==> src/rtl/sa_aw_channel_split.sv <==
// rtl/sa_aw_channel_split.sv - AW round-robin arbiter with 4 KB INCR burst splitting
module sa_aw_channel_split #(
  parameter int MST_AMT           = 3,
  parameter int MST_ID_W          = $clog2(MST_AMT),
  parameter int TRANS_MST_ID_W    = 5,
  parameter int TRANS_SLV_ID_W    = TRANS_MST_ID_W + MST_ID_W,
  parameter int ADDR_W            = 32,
  parameter int TRANS_DATA_LEN_W  = 8,
  parameter int TRANS_DATA_SIZE_W = 3
) (
  input  logic                                   ACLK_i,
  input  logic                                   ARESETn_i,
  input  logic [TRANS_MST_ID_W*MST_AMT-1:0]      dsp_AWID_i,
  input  logic [ADDR_W*MST_AMT-1:0]              dsp_AWADDR_i,
  input  logic [TRANS_DATA_LEN_W*MST_AMT-1:0]    dsp_AWLEN_i,
  input  logic [TRANS_DATA_SIZE_W*MST_AMT-1:0]   dsp_AWSIZE_i,
  input  logic [2*MST_AMT-1:0]                   dsp_AWBURST_i,
  input  logic [MST_AMT-1:0]                     dsp_AWVALID_i,
  output logic [MST_AMT-1:0]                     dsp_AWREADY_o,
  output logic [TRANS_SLV_ID_W-1:0]              s_AWID_o,
  output logic [ADDR_W-1:0]                      s_AWADDR_o,
  output logic [TRANS_DATA_LEN_W-1:0]            s_AWLEN_o,
  output logic [TRANS_DATA_SIZE_W-1:0]           s_AWSIZE_o,
  output logic [1:0]                             s_AWBURST_o,
  output logic                                   s_AWVALID_o,
  input  logic                                   s_AWREADY_i,
  input  logic                                   AW_stall_i,
  output logic [TRANS_SLV_ID_W-1:0]              AW_AxID_o,
  output logic                                   AW_crossing_flag_o,
  output logic                                   AW_shift_en_o
);

  typedef enum logic [1:0] {IDLE, SEND, SEND2} state_t;

  state_t                          r_state, w_state_nxt;
  logic [MST_ID_W-1:0]             r_rr_ptr;
  logic                            r_valid;
  logic [TRANS_SLV_ID_W-1:0]       r_id;
  logic [ADDR_W-1:0]               r_addr;
  logic [TRANS_DATA_LEN_W-1:0]     r_len;
  logic [TRANS_DATA_LEN_W-1:0]     r_len2;
  logic [TRANS_DATA_SIZE_W-1:0]    r_size;
  logic [1:0]                      r_burst;
  logic                            r_split;

  logic                            w_req_any;
  logic [MST_ID_W-1:0]             w_grant;
  logic [MST_ID_W-1:0]             w_idx;
  logic                            w_accept;
  logic                            w_hs;
  logic [TRANS_MST_ID_W-1:0]       w_sel_id;
  logic [ADDR_W-1:0]               w_sel_addr;
  logic [TRANS_DATA_LEN_W-1:0]     w_sel_len;
  logic [TRANS_DATA_SIZE_W-1:0]    w_sel_size;
  logic [1:0]                      w_sel_burst;
  logic [16:0]                     w_bytes;
  logic [16:0]                     w_sum;
  logic                            w_split;
  logic [TRANS_DATA_LEN_W-1:0]     w_len1;
  logic [TRANS_DATA_LEN_W-1:0]     w_len2;
  logic [MST_ID_W-1:0]             w_rr_nxt;
  logic [ADDR_W-1:0]               w_next_page;

  // Circular search for the first requester at or after the round-robin pointer
  always_comb begin
    w_req_any = 1'b0;
    w_grant   = '0;
    w_idx     = '0;
    for (int i = 0; i < MST_AMT; i++) begin
      w_idx = MST_ID_W'((int'(r_rr_ptr) + i) % MST_AMT);
      if (!w_req_any && dsp_AWVALID_i[w_idx]) begin
        w_req_any = 1'b1;
        w_grant   = w_idx;
      end
    end
  end

  assign w_accept = ARESETn_i && (r_state == IDLE) && w_req_any && !AW_stall_i;
  assign w_hs     = r_valid && s_AWREADY_i;

  always_comb begin
    dsp_AWREADY_o = '0;
    if (w_accept) dsp_AWREADY_o[w_grant] = 1'b1;
  end

  assign w_sel_id    = dsp_AWID_i[w_grant*TRANS_MST_ID_W +: TRANS_MST_ID_W];
  assign w_sel_addr  = dsp_AWADDR_i[w_grant*ADDR_W +: ADDR_W];
  assign w_sel_len   = dsp_AWLEN_i[w_grant*TRANS_DATA_LEN_W +: TRANS_DATA_LEN_W];
  assign w_sel_size  = dsp_AWSIZE_i[w_grant*TRANS_DATA_SIZE_W +: TRANS_DATA_SIZE_W];
  assign w_sel_burst = dsp_AWBURST_i[w_grant*2 +: 2];

  // Burst byte count is kept wide enough that no legal LEN/SIZE pair can wrap
  assign w_bytes     = (17'(w_sel_len) + 17'd1) << w_sel_size;
  assign w_sum       = 17'(w_sel_addr[11:0]) + w_bytes;
  assign w_split     = (w_sel_burst == 2'b01) && (w_sum > 17'd4096);
  assign w_len1      = TRANS_DATA_LEN_W'(((13'd4096 - 13'(w_sel_addr[11:0])) >> w_sel_size) - 13'd1);
  assign w_len2      = w_sel_len - w_len1 - TRANS_DATA_LEN_W'(1);
  assign w_rr_nxt    = (int'(w_grant) == MST_AMT - 1) ? '0 : w_grant + MST_ID_W'(1);
  assign w_next_page = {r_addr[ADDR_W-1:12], 12'h000} + ADDR_W'(4096);

  always_ff @(posedge ACLK_i) begin
    if (!ARESETn_i) r_state <= IDLE;
    else            r_state <= w_state_nxt;
  end

  always_comb begin
    w_state_nxt = r_state;
    case (r_state)
      IDLE:    if (w_accept) w_state_nxt = SEND;
      SEND:    if (w_hs)     w_state_nxt = r_split ? SEND2 : IDLE;
      SEND2:   if (w_hs)     w_state_nxt = IDLE;
      default: w_state_nxt = IDLE;
    endcase
  end

  always_ff @(posedge ACLK_i) begin
    if (!ARESETn_i) begin
      r_rr_ptr <= '0;
      r_valid  <= 1'b0;
      r_id     <= '0;
      r_addr   <= '0;
      r_len    <= '0;
      r_len2   <= '0;
      r_size   <= '0;
      r_burst  <= '0;
      r_split  <= 1'b0;
    end else begin
      case (r_state)
        IDLE: if (w_accept) begin
          r_rr_ptr <= w_rr_nxt;
          r_valid  <= 1'b1;
          r_id     <= {w_grant, w_sel_id};
          r_addr   <= w_sel_addr;
          r_len    <= w_split ? w_len1 : w_sel_len;
          r_len2   <= w_len2;
          r_size   <= w_sel_size;
          r_burst  <= w_sel_burst;
          r_split  <= w_split;
        end
        SEND: if (w_hs) begin
          r_valid <= 1'b0;
          if (r_split) begin
            r_addr <= w_next_page;
            r_len  <= r_len2;
          end
        end
        SEND2: begin
          // The B-stage FIFO may have filled from our first-half shift; wait it out
          if (!r_valid && !AW_stall_i) r_valid <= 1'b1;
          else if (w_hs)               r_valid <= 1'b0;
        end
        default: r_valid <= 1'b0;
      endcase
    end
  end

  assign s_AWID_o           = r_id;
  assign s_AWADDR_o         = r_addr;
  assign s_AWLEN_o          = r_len;
  assign s_AWSIZE_o         = r_size;
  assign s_AWBURST_o        = r_burst;
  assign s_AWVALID_o        = r_valid;
  assign AW_AxID_o          = r_id;
  assign AW_crossing_flag_o = (r_state == SEND) && r_split;
  assign AW_shift_en_o      = w_hs;

endmodule
==> config.mk <==
export PLATFORM = sky130hd
export DESIGN_NAME = sa_aw_channel_split
export DESIGN_NICKNAME = d
export VERILOG_FILES = /design/src/rtl/sa_aw_channel_split.sv
export SDC_FILE = /design/constraint.sdc
export NUM_CORES = 1
export LEC_CHECK = 0
export CAP_MARGIN = 20
export CORE_ASPECT_RATIO = 1.25
export CORE_MARGIN = 1.5
export CORE_UTILIZATION = 25
export DETAILED_ROUTE_END_ITERATION = 16
export PLACE_DENSITY = 0.45
export SKIP_CTS_REPAIR_TIMING = 1
export SYNTH_ARGS = -nofsm -noshare
export SYNTH_HDL_FRONTEND = slang
export SYNTH_SLANG_ARGS = --single-unit
==> constraint.sdc <==
create_clock -name ACLK_i -period 17.13 [get_ports ACLK_i]
set_input_delay 2.5695 -clock ACLK_i [delete_from_list [all_inputs] [get_ports ACLK_i]]
set_output_delay 2.5695 -clock ACLK_i [all_outputs]
set_load 0.02 [all_outputs]
==> flow_metrics.tcl <==
set metrics [dict create \
    drt-initial-drc-count 512 \
    rr_endpoint "s_AWLEN_o[6]$_SDFFE_PN0P_" \
    gp_congestion 0.832 \
    nets 1408 \
    syn-num-nets 1243 \
    first_pass_iters 5 \
    start_kind "primary input" \
    cts_tree "built" \
    rsz0062_at_grt "no" \
    r2r-start "r_rr_ptr[0]$_SDFFE_PN0P_" \
    via_per_inst 5.28 \
    synth_seq_area_share 0.180 \
    root_buffer "clkbuf_16" \
    start_util 0.256 \
    dp_hpwl_um 22600 \
    wirelength_um 30300 \
    critPathSlowestCell "a311o_1" \
    vias 8547 \
    cp_data_required_time_ns 17.42 \
    syn_area_per_cell_um2 6.93 \
    port_buffers 221 \
    antenna_found_initial 0 \
    synth-edff-count 0 \
    maxCapViolations 0 \
    fp.dieW_um 156 \
    cts_buffer_depth 2 \
    clock_sinks 66 \
    rr_worst_depth 31 \
    clock.fmax_ghz 0.0996 \
    area_growth_pct 38.5 \
    slew_headroom 0.416 \
    crit_end "s_AWLEN_o[6]$_SDFFE_PN0P_" \
    setup_viol_count_final 0 \
    die_h_um 194 \
    worst_slew_pin_slew_ns 0.864 \
    fin_skew_ns 0.0121 \
    synth-main-ff-cell "dfxtp_1" \
    grt_pass1_wl_um 47200 \
    final_cell_mix "220 x clkdlybuf4s50_1, 157 x nand2_1, 82 x o21ai_0" \
    min_period_ns 10.04 \
    crit_path_max_fanout 18 \
    status "complete, no violations" \
    p_per_area_mw_per_mm2 119 \
    grt_max_degree 71 \
    die-area_mm2 0.0304 \
    row_count 69 \
    r2r_setup_slack_ns 8.89 \
    cp-end-kind "flop" \
    yosysWarnings 0 \
    place_inst 1602 \
    arrival_ns 10.33 \
    fin_crit_sh 0.586 \
    cts_buffers 9 \
    async_reset_ff_frac 0 \
    ys_ff_latch 66 \
    overflow 0 \
    wl_per_cell_um 18.7 \
    setup_tns_ns 0 \
    antennaDiodeCount 0 \
    grt_pass1_vias 8272 \
    hold_viol_final 0 \
    drive_above_1_share 0.0749 \
    startpoint "dsp_AWVALID_i[1]" \
    synthCells 1058 \
    irDropWorstVdd_mv 0.0497 \
    clkTransAtPathRegs_ns 0.06 \
    drv_slew 0 \
    criticalPathCategory "primary input to flop" \
    coreArea_mm2 0.0287 \
    h-tree-depth 3 \
    drc_errors 0 \
    ant_nets 0 \
    hp-class "flop to flop" \
    ys_types 91 \
    max_stage_delay_ns 0.81 \
    ioPinCount 222 \
    synth_area_mm2 0.00733 \
    mostFrequentLayoutCell "clkdlybuf4s50_1" \
    clk_latency_ns 0.35 \
    grt_usage 0.197 \
    leakage_nw 3.78 \
    stdcell_count 1618 \
]
[sequential cells by signal, summed over array words and instances, names as in the netlist]
name         flops
s_AWLEN_o        8
r_rr_ptr         2
r_state          2
s_AWADDR_o      32
s_AWVALID_o      1
r_split          1
r_len2           8
s_AWSIZE_o       3
AW_AxID_o        7
s_AWBURST_o      2
[metal layers]
layer | routed length (um) | part of all wire | global-route usage
met5 | 0 | 0 | 0
met3 | 1990 | 0.066 | 0.0395
met2 | 14500 | 0.48 | 0.332
met4 | 963 | 0.032 | 0.0769
met1 | 12900 | 0.42 | 0.245
[layout make-up]
type / instances / area (um^2)
Clock inverter: 6 / 90.1
Fill cell: 3159 / 18500
Sequential cell: 66 / 1320
Inverter: 29 / 109
Clock buffer: 10 / 239
Timing Repair Buffer: 242 / 2360
Tap cell: 390 / 488
Multi-Input combinational cell: 875 / 5550
[how the worst min path moves through the flow]
stage | startpoint | end | slack, ns | cells after the start
2_1_floorplan | r_len2[0]$_SDFFE_PN0P_ | r_len2[0]$_SDFFE_PN0P_ | 0.43 | 2
3_3_place_gp | s_AWBURST_o[0]$_SDFFE_PN0P_ | s_AWBURST_o[0]$_SDFFE_PN0P_ | 0.44 | 2
3_5_place_dp | r_len2[1]$_SDFFE_PN0P_ | r_len2[1]$_SDFFE_PN0P_ | 0.45 | 2
5_1_grt | r_len2[1]$_SDFFE_PN0P_ | r_len2[1]$_SDFFE_PN0P_ | 0.47 | 2
4_1_cts | r_len2[1]$_SDFFE_PN0P_ | r_len2[1]$_SDFFE_PN0P_ | 0.46 | 2
6_report | r_len2[0]$_SDFFE_PN0P_ | r_len2[0]$_SDFFE_PN0P_ | 0.46 | 2
[power by group]
| part | switching [mW] | internal, mW | leakage, nW | total, mW |
|---|---|---|---|---|
| Sequential | 0.0159 | 0.175 | 0.540 | 0.191 |
| Clock | 0.0786 | 0.132 | 0.159 | 0.210 |
| Combinational | 0.476 | 0.327 | 3.08 | 0.803 |
| Total | 0.570 | 0.634 | 3.78 | 1.20 |
[kinds of logic after synthesis]
group,Yosys count,share of synthesized area
AND/OR/NAND/NOR,427,0.283
AO/OA/AOI/OAI,369,0.345
buffers and inverters,117,0.0686
flip-flops,66,0.180
adder cells (fa/ha/maj),28,0.0498
XOR/XNOR,27,0.0362
multiplexers,24,0.0365
[cells in the mapped netlist (4+ instances only)]
cell	count	area, um^2
nand2_1	157	589
o21ai_0	82	410
nor2_1	81	304
a21oi_1	73	365
dfxtp_1	66	1320
clkbuf_1	56	210
nand3_1	52	260
a31oi_1	26	163
ha_1	26	325
o211ai_1	25	188
nor3_1	22	110
a311oi_1	20	175
mux2i_1	19	190
nor2b_1	19	119
and2_1	18	113
inv_1	18	67.6
xnor2_1	18	158
a211oi_1	17	128
a21boi_0	16	120
a21o_1	14	105
a22oi_1	14	105
and3_1	13	81.3
buf_4	13	97.6
buf_2	12	60.1
nand4_1	11	68.8
inv_2	10	37.5
nand3b_1	8	60.1
nor4_1	8	50.1
buf_1	7	26.3
nand2b_1	7	43.8
o21a_1	7	52.6
o21ai_1	7	35.0
xor2_1	7	61.3
a31o_2	6	52.6
nor3b_1	6	45.0
o22ai_1	6	37.5
a41o_2	4	45.0
o22a_1	4	35.0
[metrics by stage]
| stage | cell area, um^2 | util | total power [mW] | worst slack (ns) | hold slack (ns) |
|---|---|---|---|---|---|
| detailed placement | 9830 | 0.343 | 0.993 | 6.86 | 0.451 |
| floorplan | 7330 | - | 0.757 | 8.54 | 0.434 |
| global route | 10200 | 0.354 | 1.30 | 6.53 | 0.468 |
| global placement | 9830 | 0.343 | 0.996 | 6.99 | 0.443 |
| finish | 10200 | 0.354 | 1.20 | 7.09 | 0.457 |
| CTS | 10200 | 0.354 | 1.21 | 7.22 | 0.460 |
[critical path, delay by kind of cell]
kind	cells	cell delay [ns]
muxes	1	0.29
adders and majority gates	2	0.70
xor gates and xnor gates	1	0.25
buffers and inverters	2	0.73
and+or+nand+nor	10	2.22
AOI/OAI and AO/OA	14	3.57
Note: power is estimated with default switching activity, not from simulation.
